===== config.mk =====
export PLATFORM = sky130hd
export DESIGN_NAME = frame_scheduler
export DESIGN_NICKNAME = d
export VERILOG_FILES = /design/src/rtl/frame_sched_pkg.sv /design/src/rtl/frame_sched_cnt.sv /design/src/rtl/frame_scheduler.sv
export SDC_FILE = /design/constraint.sdc
export NUM_CORES = 1
export LEC_CHECK = 0
export CORE_ASPECT_RATIO = 0.5
export CORE_UTILIZATION = 50
export DETAILED_ROUTE_END_ITERATION = 16
export PLACE_DENSITY = 0.75
export SKIP_CTS_REPAIR_TIMING = 1
export SLEW_MARGIN = 40
export SYNTH_ARGS = -nofsm -noshare
export SYNTH_HDL_FRONTEND = slang
export SYNTH_HIERARCHICAL = 1
export SYNTH_SLANG_ARGS = --single-unit

===== constraint.sdc =====
create_clock -name clk -period 2 [get_ports clk]
set_input_delay 0.4 -clock clk [delete_from_list [all_inputs] [get_ports clk]]
set_output_delay 0.4 -clock clk [all_outputs]
set_load 0.05 [all_outputs]

===== src/rtl/frame_sched_pkg.sv =====
// ============================================================================
// frame_sched_pkg : shared state encoding and default sizing for frame_scheduler
// Revision 1.0 - initial release
// ============================================================================
`default_nettype none

package frame_sched_pkg;

    typedef enum logic [2:0] {
        IDLE     = 3'd0,
        WAIT_WIN = 3'd1,
        STREAM   = 3'd2,
        FEAT     = 3'd3,
        DONE     = 3'd4
    } state_t;

    localparam int FRAME_LEN_DEF  = 64;
    localparam int NUM_FRAMES_DEF = 32;
    localparam int TIMEOUT_DEF    = 255;

    // Width of an index over n items; never collapses to zero bits.
    function automatic int idx_width(input int n);
        return (n > 1) ? $clog2(n) : 1;
    endfunction

endpackage

`default_nettype wire


===== src/rtl/frame_sched_cnt.sv =====
// ============================================================================
// frame_sched_cnt : per-frame sample counter and inter-strobe inactivity timer
// Revision 1.0 - initial release
// ============================================================================
`default_nettype none

module frame_sched_cnt #(
    parameter int FRAME_LEN = 64,
    parameter int TIMEOUT   = 255
) (
    input  logic clk,
    input  logic rst,
    input  logic clr,
    input  logic en,
    input  logic ser_valid,
    output logic term,
    output logic timeout
);

    localparam int SW = $clog2(FRAME_LEN) + 1;
    localparam int TW = $clog2(TIMEOUT + 1);

    localparam logic [SW-1:0] SAMPLE_LAST = SW'(FRAME_LEN - 1);
    localparam logic [SW-1:0] SAMPLE_MAX  = SW'(FRAME_LEN);
    localparam logic [TW-1:0] TIME_LIM    = TW'(TIMEOUT - 1);
    localparam logic [TW-1:0] TIME_MAX    = TW'(TIMEOUT);

    logic [SW-1:0] sample_cnt;
    logic [TW-1:0] tcnt;

    always_ff @(posedge clk or posedge rst) begin
        if (rst) begin
            sample_cnt <= '0;
            tcnt       <= '0;
        end else if (clr) begin
            sample_cnt <= '0;
            tcnt       <= '0;
        end else if (en) begin
            if (ser_valid) begin
                if (sample_cnt < SAMPLE_MAX)
                    sample_cnt <= sample_cnt + SW'(1);
                tcnt <= '0;
            end else if (tcnt != TIME_MAX) begin
                tcnt <= tcnt + TW'(1);
            end
        end
    end

    // Both flags fire on the edge that would complete the condition, so the
    // FSM reacts on that same edge rather than one cycle later.
    assign term    = en & ser_valid & (sample_cnt == SAMPLE_LAST);
    assign timeout = en & ~ser_valid & (tcnt >= TIME_LIM);

endmodule

`default_nettype wire


===== src/rtl/frame_scheduler.sv =====
// ============================================================================
// frame_scheduler : sequences window streaming and feature extraction per frame
// Optional statistics ports enabled by defining FRAME_SCHED_STATS_EN.
// Revision 1.0 - initial release
// ============================================================================
`default_nettype none

module frame_scheduler
    import frame_sched_pkg::*;
#(
    parameter int FRAME_LEN  = FRAME_LEN_DEF,
    parameter int NUM_FRAMES = NUM_FRAMES_DEF,
    parameter int TIMEOUT    = TIMEOUT_DEF,
    parameter int FIDX_W     = idx_width(NUM_FRAMES)
) (
    input  logic              clk,
    input  logic              rst,
    input  logic              start,
    input  logic              abort,
    input  logic              win_avail,
    output logic              win_ready,
    input  logic              ser_valid,
    input  logic              feat_busy,
    output logic              feat_start,
    input  logic              feat_done,
    output logic [FIDX_W-1:0] frame_idx,
    output logic              busy,
    output logic              utt_done,
    output logic              err_timeout
`ifdef FRAME_SCHED_STATS_EN
    ,
    output logic [15:0]       frames_total,
    output logic [15:0]       stall_cycles
`endif
);

    localparam logic [FIDX_W-1:0] LAST_FRAME = FIDX_W'(NUM_FRAMES - 1);

    state_t            state_q;
    state_t            state_d;
    logic              win_ready_d;
    logic              feat_start_d;
    logic              utt_done_d;
    logic [FIDX_W-1:0] frame_idx_d;
    logic              err_d;
    logic              cnt_clr;
    logic              feat_accept;
    logic              cnt_term;
    logic              cnt_timeout;

    frame_sched_cnt #(
        .FRAME_LEN (FRAME_LEN),
        .TIMEOUT   (TIMEOUT)
    ) u_cnt (
        .clk       (clk),
        .rst       (rst),
        .clr       (cnt_clr),
        .en        (state_q == STREAM),
        .ser_valid (ser_valid),
        .term      (cnt_term),
        .timeout   (cnt_timeout)
    );

    always_comb begin
        state_d      = state_q;
        win_ready_d  = win_ready;
        feat_start_d = 1'b0;
        utt_done_d   = 1'b0;
        frame_idx_d  = frame_idx;
        err_d        = err_timeout;
        cnt_clr      = 1'b0;
        feat_accept  = 1'b0;
        if (abort) begin
            state_d     = IDLE;
            win_ready_d = 1'b0;
        end else begin
            case (state_q)
                IDLE: begin
                    if (start) begin
                        state_d     = WAIT_WIN;
                        frame_idx_d = '0;
                        err_d       = 1'b0;
                    end
                end
                WAIT_WIN: begin
                    if (win_avail && !feat_busy) begin
                        state_d     = STREAM;
                        win_ready_d = 1'b1;
                        cnt_clr     = 1'b1;
                    end
                end
                STREAM: begin
                    if (cnt_term) begin
                        state_d      = FEAT;
                        win_ready_d  = 1'b0;
                        feat_start_d = 1'b1;
                    end else if (cnt_timeout) begin
                        state_d     = IDLE;
                        win_ready_d = 1'b0;
                        err_d       = 1'b1;
                    end
                end
                FEAT: begin
                    // A done coinciding with our own start pulse belongs to no frame.
                    if (feat_done && !feat_start) begin
                        feat_accept = 1'b1;
                        if (frame_idx == LAST_FRAME) begin
                            state_d    = DONE;
                            utt_done_d = 1'b1;
                        end else begin
                            state_d     = WAIT_WIN;
                            frame_idx_d = frame_idx + FIDX_W'(1);
                        end
                    end
                end
                DONE: begin
                    state_d = IDLE;
                end
                default: begin
                    state_d     = IDLE;
                    win_ready_d = 1'b0;
                end
            endcase
        end
    end

    always_ff @(posedge clk or posedge rst) begin
        if (rst) begin
            state_q     <= IDLE;
            win_ready   <= 1'b0;
            feat_start  <= 1'b0;
            utt_done    <= 1'b0;
            busy        <= 1'b0;
            frame_idx   <= '0;
            err_timeout <= 1'b0;
        end else begin
            state_q     <= state_d;
            win_ready   <= win_ready_d;
            feat_start  <= feat_start_d;
            utt_done    <= utt_done_d;
            busy        <= (state_d != IDLE);
            frame_idx   <= frame_idx_d;
            err_timeout <= err_d;
        end
    end

`ifdef FRAME_SCHED_STATS_EN
    always_ff @(posedge clk or posedge rst) begin
        if (rst) begin
            frames_total <= '0;
            stall_cycles <= '0;
        end else begin
            if (feat_accept)
                frames_total <= frames_total + 16'd1;
            if ((state_q == WAIT_WIN) && win_avail && feat_busy && (stall_cycles != 16'hFFFF))
                stall_cycles <= stall_cycles + 16'd1;
        end
    end
`else
    logic unused_stats;
    assign unused_stats = feat_accept;
`endif

endmodule

`default_nettype wire


== Yosys cells after proc, flatten, opt, wreduce, memory -nomap -nowiden ==
Index checks and enable logic that the tools add are counted.
Operators by class
  add/subtract/negate cells: 3
  reduce and logical (&&, ||, !) cells: 18
  $lt $le $gt $ge: 2
  mux-type cells: 39
  eq/ne operators: 15
  bitwise operators: 6
Operator list (number)
  $mux W8: 4
  $mux W7: 4
  $mux W3: 7
  $mux W1: 17
  $mux W5: 3
  $pmux W3 S4: 1
  $ne A2 B2 Y1 const B: 5
  $pmux W5 S2: 1
  $reduce_and A5 Y1: 2
  $reduce_bool A2 Y1: 5
  $add A8 B1 Y8 const B: 1
  $ge A8 B8 Y1 const B: 1
  $ne A8 B8 Y1 const B: 1
  $add A7 B1 Y7 const B: 1
  $eq A7 B6 Y1 const B: 1
  $lt A7 B7 Y1 const B: 1
  $eq A3 B2 Y1 const B: 2
  $reduce_and A3 Y1: 2
  $reduce_bool A3 Y1: 2
  $add A5 B1 Y5 const B: 1
  $eq A5 B5 Y1 const B: 1
  $and A1 B1 Y1: 4
  $ne A4 B4 Y1 const B: 1
  $eq A3 B1 Y1 const B: 1
  other kinds (11): 14
Storage, ports and cells
  output and inout bits: 10
  register bits after elaboration: 28
  input bits: 8
  word-level logic and storage cells: 92

== Depth between registers and ports, before layout ==
  depth in word-level cells: 8
  mapped depth: 10
  gate-level depth less buffers: 8

== Modules after synthesis ==
Netlist, hierarchy kept.
Modules (own cells, without submodules)
  frame_sched_cnt: times used 1, cells each 90, area each 884.6 µm²
  frame_scheduler: times used 1, cells each 72, area each 723.2 µm²

== Least setup slack after synthesis ==
Ideal clock, no wire load.
  kind: flip-flop to flip-flop
  start point: register frame_idx[0]
  end point: register frame_idx[0]
  arrival: 2.239 ns
  path slack: -0.363 ns
  stages on the path, launching flop included: 7
  period minus slack after synthesis: 2.363 ns
  buffers on the path: 0
  setup time: 0.125 ns
  path through: dfrtp_1 -> ha_1 -> and3_1 -> ha_1 -> or3b_4 -> o32a_1 -> mux2_2
Between the ends
  cells in the longest elaborated chain, start to end: 4
  elaborated cells between the ends (all ways): 7
  classes of those cells: 1 x add/sub; 2 x eq/ne; 3 x mux; 1 x reduce/logical
RTL lines
  start, declared: RTL line frame_scheduler.sv:26  | output logic [FIDX_W-1:0] frame_idx,
  start signal, assigned: RTL line frame_scheduler.sv:142  | frame_idx <= frame_idx_d;
  $add A5 B1 Y5: RTL line frame_scheduler.sv:112  | frame_idx_d = frame_idx + FIDX_W'(1);
  $mux W5: RTL line frame_scheduler.sv:107  | if (frame_idx == LAST_FRAME) begin
  $mux W5: RTL line frame_scheduler.sv:105  | if (feat_done && !feat_start) begin
  $pmux W5 S2: RTL line frame_scheduler.sv:77  | case (state_q)
Parallel ways exist; a longest one is shown, timed or not. The select of a mux whose other input is x is not followed.
A chain may end at the register's enable or synchronous reset.

== Worst setup path after layout ==
Ends and elaborated chain as after synthesis.

==> results.json <==
{
  "syn_area_per_cell_um2": 9.92,
  "hold_violations": 0,
  "dp_cells": 238,
  "drive_gt1_share_pct": 27.1,
  "die_area_mm2": 0.00346,
  "grt_pass1_wl_mm": 6.17,
  "finalWirelength_mm": 3.67,
  "wl_met3_um": 208,
  "seq_area_um2": 703,
  "routedWlPerCell_um": 15.1,
  "synth_edf_count": 0,
  "tightest_slew_ns": 0.574,
  "crit_path_end_kind": "register",
  "setup_viol": 5,
  "combPwrFrac_pct": 27.2,
  "die_w_um": 82.2,
  "p_sw_share_pct": 33.9,
  "synth-adder-area-share_pct": 3.89,
  "synthMuxAreaShare_pct": 1.95,
  "place_ws_ns": -0.257,
  "outcome": "finished, violations left",
  "setup_slack_ns": -0.0930,
  "critical_path_class": "register to register",
  "drv_cap": 0,
  "grt.total_usage_pct": 23.7,
  "cts_tree": "built",
  "synth.distinct_cells": 53,
  "met2WireLength_mm": 1.78,
  "synth_warnings": 6,
  "final_cell_mix": "buf_4 (30), dfrtp_1 (26), nand2_1 (13)",
  "row_count": 14,
  "cts_root_buffer": "clkbuf_8",
  "grt_max_degree": 16,
  "dp_hpwl_mm": 2.76,
  "drv_slew": 0,
  "worstSkewPairLatency_ns": 0.28,
  "violations": "negative setup slack",
  "grt_pass1_vias": 1367,
  "min_period_ns": 2.09,
  "antenna_cells": 0,
  "nets": 217,
  "synth_compound_area_share_pct": 20.5,
  "fill_cells": 229,
  "die_y_um": 42.1,
  "drt-initial-drc-count": 103,
  "finalCritPeriodShare_pct": 105,
  "p_int_uw": 984,
  "syn-num-nets": 175,
  "wl_met1_mm": 1.64,
  "synth_top_family_by_area": "simple AND/OR/NAND/NOR gates",
  "worstPathRequired_ns": 2.18,
  "ios": 18,
  "cp_max_fo": 4,
  "dr.pass1.iters": 4,
  "leakage_uw": 0.000976,
  "globalplace.congestion": 0.877,
  "via_per_inst": 6.07,
  "topRoutingLayerUsed": "met4",
  "drc": 0,
  "synth_ff_type": "dfrtp_1",
  "fin_tns_setup_ns": -0.256,
  "max_freq_mhz": 478,
  "worstSetupStartpointType": "register",
  "async_flop_share_pct": 100,
  "layout_commonest_cell": "buf_4",
  "switchingPower_uw": 505,
  "area.growth.synth_to_final_pct": 31.8,
  "synthSimpleGateAreaFrac_pct": 24.4,
  "core_area_mm2": 0.00303,
  "h-tree-depth": 1,
  "p_per_area_mw_per_mm2": 703,
  "clk_pin_slew_ns": 0.10,
  "final_core_util_pct": 69.9,
  "crit_arrival_ns": 2.27,
  "vias": 1474,
  "pwr-share-seq_pct": 48.3,
  "clkPwrFrac_pct": 24.5,
  "overflow": 0,
  "clock_path_buffers": 2,
  "hold_class": "primary input to async pin",
  "synthXorXnorAreaFrac_pct": 1.09,
  "start_util_pct": 53.1,
  "antenna_found_initial": 0,
  "ant_nets": 0,
  "ys_seq_area_share_pct": 43.6,
  "slew_headroom_pct": 61.7,
  "syn_area_mm2": 0.00161,
  "io_buffers": 17,
  "clock-sinks": 28,
  "rsz0062_at_grt": "true",
  "multi_input_area_um2": 902,
  "max-vdd-ir-drop_v": 0.000504,
  "finalPower_uw": 1490,
  "finClkSkew_ns": 0.00102,
  "numCtsBuffers": 3,
  "synth-seq-cells": 28,
  "postSynthCellCount": 162,
  "fin_cells": 243
}
==> synthesized netlist by cell type, types with 2 or more instances <==
cell type  number  area, um2
a31oi_1         3       18.8
nand3b_1        3       22.5
nand2_1        13       48.8
mux2i_1         2       20.0
or3_1           5       31.3
or4_1           3       22.5
a21oi_1         6       30.0
or2_2           2       12.5
o311ai_1        2       17.5
o211ai_1        2       15.0
o21ai_0         6       30.0
dfrtp_1        28        701
buf_4           2       15.0
a211oi_1        5       37.5
clkbuf_1        3       11.3
a22o_1          2       17.5
nor2b_1         2       12.5
nor3_1          9       45.0
o41ai_1         2       17.5
and3_1          3       18.8
o21ba_2         2       20.0
ha_1            5       62.6
nand3_1         5       25.0
buf_2           2       10.0
a41oi_1         2       17.5
nor3b_1         2       15.0
inv_1           7       26.3
o311ai_0        3       26.3
xor2_1          2       17.5
nor2_1          6       22.5
==> path summary, 6_finish.rpt <==
path	startpoint	to	slack, ns	depth (start not counted)
max in group asynchronous	rst	u_cnt/tcnt[6]	1.14	2
worst min register to register	u_cnt/tcnt[7]	u_cnt/tcnt[7]	0.55	1
worst max-delay path	frame_idx[0]	frame_idx[0]	-0.09	6
worst min-delay path	rst	win_ready	0.46	2
worst max register to register	frame_idx[0]	frame_idx[0]	-0.09	6
min in group clk	u_cnt/tcnt[7]	u_cnt/tcnt[7]	0.55	1
==> power groups by stage <==
stage	combinational, uW	sequential [uW]	clock [uW]
2_1_floorplan	192	778	0
3_3_place_gp	383	722	0
3_5_place_dp	397	727	0
4_1_cts	399	715	368
5_1_grt	448	730	387
6_report	406	719	365
==> layout make-up <==
type                    count  share of cell area [%]
inverters                   7                    1.24
repair buffers             45                    18.1
clock buffers               4                    2.60
well taps                  40                    2.36
multi-input cells         119                    42.6
flip-flops and latches     28                    33.2
==> sequential cells by signal, summed over array words and instances (netlist names) <==
| register | count |
|---|---|
| feat_start | 1 |
| busy | 1 |
| win_ready | 1 |
| err_timeout | 1 |
| u_cnt/tcnt | 8 |
| utt_done | 1 |
| state_q | 3 |
| frame_idx | 5 |
| u_cnt/sample_cnt | 7 |
==> kinds of logic (layout without fill, tap and decap cells) <==
group	after synthesis	count (layout)
AO/OA/AOI/OAI	44	44
XOR/XNOR	2	2
adder cells (fa/ha/maj)	5	5
buffers and inverters	15	56
flip-flops	28	28
multiplexers	3	3
AND/OR/NAND/NOR	65	65
==> worst max-delay path, stage by stage, from the launching register on <==
cell and delay, ns:
dfrtp_2 0.44, ha_4 0.17, and3_4 0.18, ha_4 0.15, or3b_4 0.38, o32a_1 0.39
mux2_4 0.27
==> metal layers <==
| layer | GRT usage [%] | vias up |
|---|---|---|
| met1 | 32.6 | 721 |
| met3 | 6.09 | 4 |
| li1 | - | 701 |
| met4 | 4.21 | 0 |
| met2 | 38.0 | 48 |
| met5 | 0 | - |
==> through the flow <==
step	hold slack [ns]	instance area [um2]
3_5_place_dp	0.524	2020
6_report	0.461	2120
2_1_floorplan	0.277	1650
3_3_place_gp	0.509	2020
4_1_cts	0.486	2070
5_1_grt	0.515	2120
Power figures use the tool's default switching activity.
